### config.mk
export PLATFORM = sky130hd
export DESIGN_NAME = dcache
export DESIGN_NICKNAME = d
export VERILOG_FILES = /design/src/rtl/dcache_pkg.sv /design/src/rtl/dcache_array.sv /design/src/rtl/dcache.sv
export SDC_FILE = /design/constraint.sdc
export NUM_CORES = 2
export LEC_CHECK = 0
export ABC_CLOCK_PERIOD_IN_PS = 19350
export CAP_MARGIN = 20
export CORE_ASPECT_RATIO = 1.75
export CORE_MARGIN = 2
export CORE_UTILIZATION = 50
export CTS_BUF_LIST = sky130_fd_sc_hd__clkbuf_4
export CTS_CLUSTER_SIZE = 24
export DETAILED_ROUTE_END_ITERATION = 6
export GPL_ROUTABILITY_DRIVEN = 0
export PLACE_DENSITY = 0.68
export SYNTH_ARGS = -nofsm -noshare
export SYNTH_HDL_FRONTEND = slang
export SYNTH_HIERARCHICAL = 1
export SYNTH_SLANG_ARGS = --single-unit
### constraint.sdc
create_clock -name clk -period 19.35 [get_ports clk]
set_input_delay 3.87 -clock clk [delete_from_list [all_inputs] [get_ports clk]]
set_output_delay 3.87 -clock clk [all_outputs]
set_load 0.02 [all_outputs]
### src/rtl/dcache_pkg.sv
`default_nettype none
// +----------------------------------------------------------------------------+
// | dcache_pkg : shared types, geometry constants and width helpers for dcache |
// | Revision   : 1.0                                                           |
// +----------------------------------------------------------------------------+
package dcache_pkg;

  typedef enum logic [1:0] {
    IDLE      = 2'd0,
    WRITEBACK = 2'd1,
    FILL      = 2'd2
  } cacheState;

  localparam int LINE_BITS = 128;
  localparam int OFFSET_LO = 2;
  localparam int INDEX_LO  = 4;

  function automatic int indexBits(input int lines);
    return $clog2(lines);
  endfunction

  function automatic int tagBits(input int lines);
    return 32 - INDEX_LO - $clog2(lines);
  endfunction

endpackage
`default_nettype wire

### src/rtl/dcache_array.sv
`default_nettype none
// +----------------------------------------------------------------------------+
// | dcache_array : tag/valid/dirty/data storage, async read, sync word/line wr |
// | Revision     : 1.0                                                         |
// +----------------------------------------------------------------------------+
module dcache_array
  import dcache_pkg::*;
#(
  parameter int LINES = 16
) (
  input  logic                        clk,
  input  logic                        reset,
  input  logic [indexBits(LINES)-1:0] rdIndex,
  output logic                        rdValid,
  output logic                        rdDirty,
  output logic [tagBits(LINES)-1:0]   rdTag,
  output logic [LINE_BITS-1:0]        rdLine,
  input  logic [indexBits(LINES)-1:0] wrIndex,
  input  logic                        wordWe,
  input  logic [1:0]                  wordOffset,
  input  logic [31:0]                 wordData,
  input  logic                        lineWe,
  input  logic [tagBits(LINES)-1:0]   lineTag,
  input  logic [LINE_BITS-1:0]        lineData
);

  logic [LINE_BITS-1:0]      r_data [LINES];
  logic [tagBits(LINES)-1:0] r_tag  [LINES];
  logic [LINES-1:0]          r_valid;
  logic [LINES-1:0]          r_dirty;

  assign rdValid = r_valid[rdIndex];
  assign rdDirty = r_dirty[rdIndex];
  assign rdTag   = r_tag[rdIndex];
  assign rdLine  = r_data[rdIndex];

  // Payload arrays carry no reset; only the valid/dirty state is cleared.
  always_ff @(posedge clk) begin
    if (lineWe) begin
      r_data[wrIndex] <= lineData;
      r_tag[wrIndex]  <= lineTag;
    end else if (wordWe) begin
      r_data[wrIndex][{wordOffset, 5'b0} +: 32] <= wordData;
    end
  end

  always_ff @(posedge clk or posedge reset) begin
    if (reset) begin
      r_valid <= '0;
      r_dirty <= '0;
    end else if (lineWe) begin
      r_valid[wrIndex] <= 1'b1;
      r_dirty[wrIndex] <= 1'b0;
    end else if (wordWe) begin
      r_dirty[wrIndex] <= 1'b1;
    end
  end

endmodule
`default_nettype wire

### src/rtl/dcache.sv
`default_nettype none
// +----------------------------------------------------------------------------+
// | dcache : direct-mapped write-back write-allocate data cache               |
// |          optional DCACHE_STATS_EN builds hit/miss counters                 |
// | Revision : 1.0                                                             |
// +----------------------------------------------------------------------------+
module dcache
  import dcache_pkg::*;
#(
  parameter int LINES = 16,
  parameter int WORDS = 4
) (
  input  logic                 clk,
  input  logic                 reset,
  input  logic                 load,
  input  logic                 store,
  input  logic [31:0]          addr,
  input  logic [31:0]          wdata,
  output logic [31:0]          rdata,
  output logic                 dhit,
  output logic                 mem_req,
  output logic                 mem_we,
  output logic [31:0]          mem_addr,
  output logic [LINE_BITS-1:0] mem_wdata,
  input  logic                 mem_ready,
  input  logic [LINE_BITS-1:0] mem_rdata,
  output logic [31:0]          hit_count,
  output logic [31:0]          miss_count
);

  localparam int c_indexW = indexBits(LINES);
  localparam int c_tagW   = tagBits(LINES);
  localparam int c_offW   = $clog2(WORDS);

  cacheState             r_state, w_stateNext;
  logic [c_indexW-1:0]   w_reqIdx, r_missIdx, w_arrIdx;
  logic [c_tagW-1:0]     w_reqTag, r_missTag, w_rdTag;
  logic [c_offW-1:0]     w_offset;
  logic                  w_rdValid, w_rdDirty, w_hit, w_req, w_idle;
  logic [LINE_BITS-1:0]  w_rdLine;
  logic                  r_memReq, w_memReqNext, r_memWe, w_memWeNext;
  logic [31:0]           r_memAddr, w_memAddrNext;
  logic [LINE_BITS-1:0]  r_memWdata, w_memWdataNext;
  logic                  w_latchMiss, w_lineWe, w_wordWe;
  logic [1:0]            w_unusedAddr;

  assign w_unusedAddr = addr[1:0];
  assign w_offset = addr[OFFSET_LO +: c_offW];
  assign w_reqIdx = addr[INDEX_LO +: c_indexW];
  assign w_reqTag = addr[INDEX_LO + c_indexW +: c_tagW];
  assign w_req    = load | store;
  assign w_idle   = (r_state == IDLE);
  assign w_hit    = w_rdValid && (w_rdTag == w_reqTag);
  // Outside IDLE the array follows the latched miss line so the fill lands there.
  assign w_arrIdx = w_idle ? w_reqIdx : r_missIdx;

  dcache_array #(.LINES(LINES)) u_array (
    .clk        (clk),
    .reset      (reset),
    .rdIndex    (w_arrIdx),
    .rdValid    (w_rdValid),
    .rdDirty    (w_rdDirty),
    .rdTag      (w_rdTag),
    .rdLine     (w_rdLine),
    .wrIndex    (w_arrIdx),
    .wordWe     (w_wordWe),
    .wordOffset (w_offset),
    .wordData   (wdata),
    .lineWe     (w_lineWe),
    .lineTag    (r_missTag),
    .lineData   (mem_rdata)
  );

  assign rdata     = (w_idle && w_hit && load) ? w_rdLine[{w_offset, 5'b0} +: 32] : 32'd0;
  assign mem_req   = r_memReq;
  assign mem_we    = r_memWe;
  assign mem_addr  = r_memAddr;
  assign mem_wdata = r_memWdata;

  always_comb begin
    w_stateNext    = r_state;
    w_memReqNext   = r_memReq;
    w_memWeNext    = r_memWe;
    w_memAddrNext  = r_memAddr;
    w_memWdataNext = r_memWdata;
    w_latchMiss    = 1'b0;
    w_lineWe       = 1'b0;
    w_wordWe       = 1'b0;
    dhit           = 1'b1;
    case (r_state)
      IDLE: begin
        w_memReqNext = 1'b0;
        w_memWeNext  = 1'b0;
        if (w_req) begin
          if (w_hit) begin
            w_wordWe = store;
          end else begin
            dhit         = 1'b0;
            w_latchMiss  = 1'b1;
            w_memReqNext = 1'b1;
            if (w_rdValid && w_rdDirty) begin
              w_stateNext    = WRITEBACK;
              w_memWeNext    = 1'b1;
              w_memAddrNext  = {w_rdTag, w_reqIdx, 4'b0};
              w_memWdataNext = w_rdLine;
            end else begin
              w_stateNext   = FILL;
              w_memAddrNext = {w_reqTag, w_reqIdx, 4'b0};
            end
          end
        end
      end
      WRITEBACK: begin
        dhit = 1'b0;
        if (mem_ready) begin
          w_stateNext   = FILL;
          w_memWeNext   = 1'b0;
          w_memAddrNext = {r_missTag, r_missIdx, 4'b0};
        end
      end
      FILL: begin
        dhit = 1'b0;
        if (mem_ready) begin
          w_lineWe     = 1'b1;
          w_stateNext  = IDLE;
          w_memReqNext = 1'b0;
        end
      end
      default: w_stateNext = IDLE;
    endcase
  end

  always_ff @(posedge clk or posedge reset) begin
    if (reset) begin
      r_state    <= IDLE;
      r_memReq   <= 1'b0;
      r_memWe    <= 1'b0;
      r_memAddr  <= '0;
      r_memWdata <= '0;
      r_missIdx  <= '0;
      r_missTag  <= '0;
    end else begin
      r_state    <= w_stateNext;
      r_memReq   <= w_memReqNext;
      r_memWe    <= w_memWeNext;
      r_memAddr  <= w_memAddrNext;
      r_memWdata <= w_memWdataNext;
      if (w_latchMiss) begin
        r_missIdx <= w_reqIdx;
        r_missTag <= w_reqTag;
      end
    end
  end

`ifdef DCACHE_STATS_EN
  logic [31:0] r_hitCount, r_missCount;

  always_ff @(posedge clk or posedge reset) begin
    if (reset) begin
      r_hitCount  <= '0;
      r_missCount <= '0;
    end else if (w_idle && w_req) begin
      if (w_hit) r_hitCount  <= r_hitCount + 32'd1;
      else       r_missCount <= r_missCount + 32'd1;
    end
  end

  assign hit_count  = r_hitCount;
  assign miss_count = r_missCount;
`else
  assign hit_count  = 32'd0;
  assign miss_count = 32'd0;
`endif

endmodule
`default_nettype wire

==> impl_metrics.yaml <==
status:
  outcome: "finished with violations"
  violations: "antenna rules"
cts:
  clk_pin_slew_ps: 60
  cts_made_buffers: 600
  clockBufferDepth: 4
  post-cts-setup-buffers: 0
  cts_num_sinks: 2652
  hold_buffers: 0
  htree_levels: 6
  root_buffer: "clkbuf_4"
  clk_latency_ps: 1310
  ctsResizeCount: 0
  cts_tree: "done"
sta:
  finalCritPeriodShare_pct: 72.6
  finalCriticalPeriod_ps: 14040
  rsz0062_at_grt: "no"
  setup_viol: 0
  slew-limit-headroom_pct: 17.8
  max_clock_freq_mhz: 71.2
  worst_slew_pin_slew_ps: 1230
  hold_violations: 0
  tns_ps: 0
  fin_skew_ps: 156
  drv_slew: 0
floorplan:
  initial_core_util_pct: 50.2
  die_h_um: 607
  dieArea_sq_um: 212000
  placementRows: 221
  core_area_sq_um: 207000
  ioPinCount: 456
  die_x_um: 349
final_layout:
  drive_gt1_share_pct: 33.1
  fillers: 15400
  area_growth_pct: 14.6
  stdcell_area_sq_um: 119000
  final_cell_mix: "2432 x edfxtp_1, 858 x clkbuf_4, 634 x mux4_2, 383 x clkdlybuf4s50_1, 252 x a22oi_1"
  nets: 5904
  final_cells: 8861
  multi_input_area_sq_um: 24300
  seqCellArea_sq_um: 78500
  final_common_cell: "edfxtp_1"
synthesis:
  synthDistinctLibCells: 44
  synth_cells: 4852
  synth_top_area_cell: "edfxtp_1"
  syn_area_sq_um: 104000
  synth_seq_area_share_pct: 75.6
  synth_seq_cells: 2652
  synth.avg_cell_area_sq_um: 21.4
  synthArstFlopShare_pct: 8.30
  synthFlopType: "edfxtp_1"
  synth_edf_count: 2432
  synth_top_area_share_pct: 70.3
  synth.area.top_cells: "edfxtp_1 70%, mux4_2 14%, dfrtp_1 5.3%"
  yosys_warnings: 6
global_routing:
  first_global_vias: 56700
  globalRouteOverflowTotal: 0
  grt_pass1_wl_um: 423000
  grt_max_degree: 133
  antenna_found_initial: 49
  track_usage_pct: 29.0
placed_design:
  port-buffer-count: 385
  placed_area_sq_um: 111000
  placed_cells: 7771
  place_hpwl_um: 184000
detailed_routing:
  dr.first_iter.drc_count: 7461
  vias: 57100
  dr.pass1.iters: 5
  vias_per_cell: 6.44
  drt-wirelength-per-cell_um: 34.8
  drc: 0
  routed_wl_um: 308000
  final_antenna_net_count: 1
worst_setup_path:
  crit_required_ps: 15480
  crit_chain: "clkdlybuf4s50_1, mux2_8, buf_4, buf_4, and2_1, a221o_1, o22ai_1, xnor2_1, nand2_1, nor4_2, nand4_1, buf_4, nor2b_1, clkdlybuf4s50_1"
  critPathSlowestCell: "and2_1"
  start_kind: "primary input"
  worst_path_largest_cell_delay_ps: 780
  endpoint_kind: "output pin"
  path_common_cell: "buf_4"
  critical_path.top_delay_family: "buffers and inverters"
  cp_max_fo: 77
  cp.arrival_ps: 10170
  path_class: "primary input to output pin"
  cp.buffers_inverters: 5
power:
  ir_drop_uv: 157
  power.density_nw_per_um2: 161
  leakage_nw: 39.4
hold_path:
  hp-class: "flip-flop to flip-flop"
run:
  maxCapViolCount: 0
## path summary, 6_finish.rpt
check,from,cells past startpoint,slack (ps),to
max reg2reg,r_state[0],19,10920,u_array/r_data[1][12]
max in group asynchronous,reset,4,13950,mem_wdata[84]
min,u_array/r_valid[6],1,470,u_array/r_valid[6]
max,addr[5],14,5310,rdata[1]
min reg2reg,u_array/r_valid[6],1,470,u_array/r_valid[6]
min in group asynchronous,reset,2,3140,r_missTag[17]
## cells in the mapped netlist, types with 2 or more instances
master and number:
edfxtp_1 2432, nand3b_1 4, nand4_1 10, xnor2_1 24
and3_1 2, nor4_2 2, o22ai_1 57, nand2b_1 3
a22o_1 130, buf_4 93, and2_1 20, nor4bb_1 6
nor2b_1 41, dfrtp_1 220, mux2_2 108, ha_1 8
nand3_1 8, or2_2 17, buf_2 89, clkbuf_1 142
buf_6 17, buf_1 16, a21oi_1 24, mux2_4 98
a22oi_1 252, and4b_1 4, mux4_2 634, mux2i_1 39
a221o_1 7, nor4b_1 4, nor4b_2 3, inv_1 11
nor2_1 120, nand2_1 167, o21ai_0 31
## sequential cells by signal, indices dropped and copies added (netlist names), named ones only
signal and flops:
u_array/r_valid 16, mem_wdata 128, mem_we 1, mem_req 1, u_array/r_data 2048, u_array/r_tag 384
r_missTag 24, mem_addr 28, r_missIdx 4, r_state 2
## cell families (layout without fill, tap and decap cells)
| family | after synthesis | after routing | share of synthesized area (%) |
|---|---|---|---|
| DFF | 2652 | 2652 | 75.6 |
| muxes | 879 | 879 | 16.7 |
| AOI/OAI and AO/OA | 504 | 504 | 3.62 |
| and+or+nand+nor | 415 | 415 | 1.90 |
| buffers and inverters | 369 | 1589 | 1.91 |
| xor gates and xnor gates | 24 | 24 | 0.202 |
| adders and majority gates | 8 | 8 | 0.0963 |
| other | 1 | 114 | 0.00361 |
## final cells by class
class | instances | share of cell area, %
Sequential cell | 2652 | 65.9
Multi-Input combinational cell | 1898 | 20.4
Clock buffer | 858 | 5.41
Timing Repair Buffer | 536 | 4.27
Tap cell | 2676 | 2.81
Clock inverter | 184 | 1.02
Antenna cell | 46 | 0.0966
Inverter | 11 | 0.0410
## metal layers
layer	vias to the layer above	track usage (%)	wire length, um
met5	-	0	312
met4	48	13.3	13900
met3	696	8.11	38700
met2	4187	46.1	148000
met1	29900	37.4	107000
li1	22300	-	-
## through the flow
step	total power, mW	hold slack (ps)	worst slack (ps)	util (%)
6_report	19.2	471	5310	57.6
5_1_grt	19.7	488	5020	57.5
4_1_cts	19.1	473	5320	57.5
3_5_place_dp	14.8	454	5350	53.8
3_3_place_gp	14.7	445	5370	53.8
2_1_floorplan	11.6	434	8650	-
## power by group
group / total (mW) / switching [mW] / leakage, nW / internal, mW
logic: 7.48 / 4.72 / 10.3 / 2.76
registers: 7.33 / 0.348 / 24.6 / 6.98
clock network: 4.38 / 2.16 / 4.51 / 2.22
total: 19.2 / 7.23 / 39.4 / 12.0
Power figures use the tool's default switching activity.
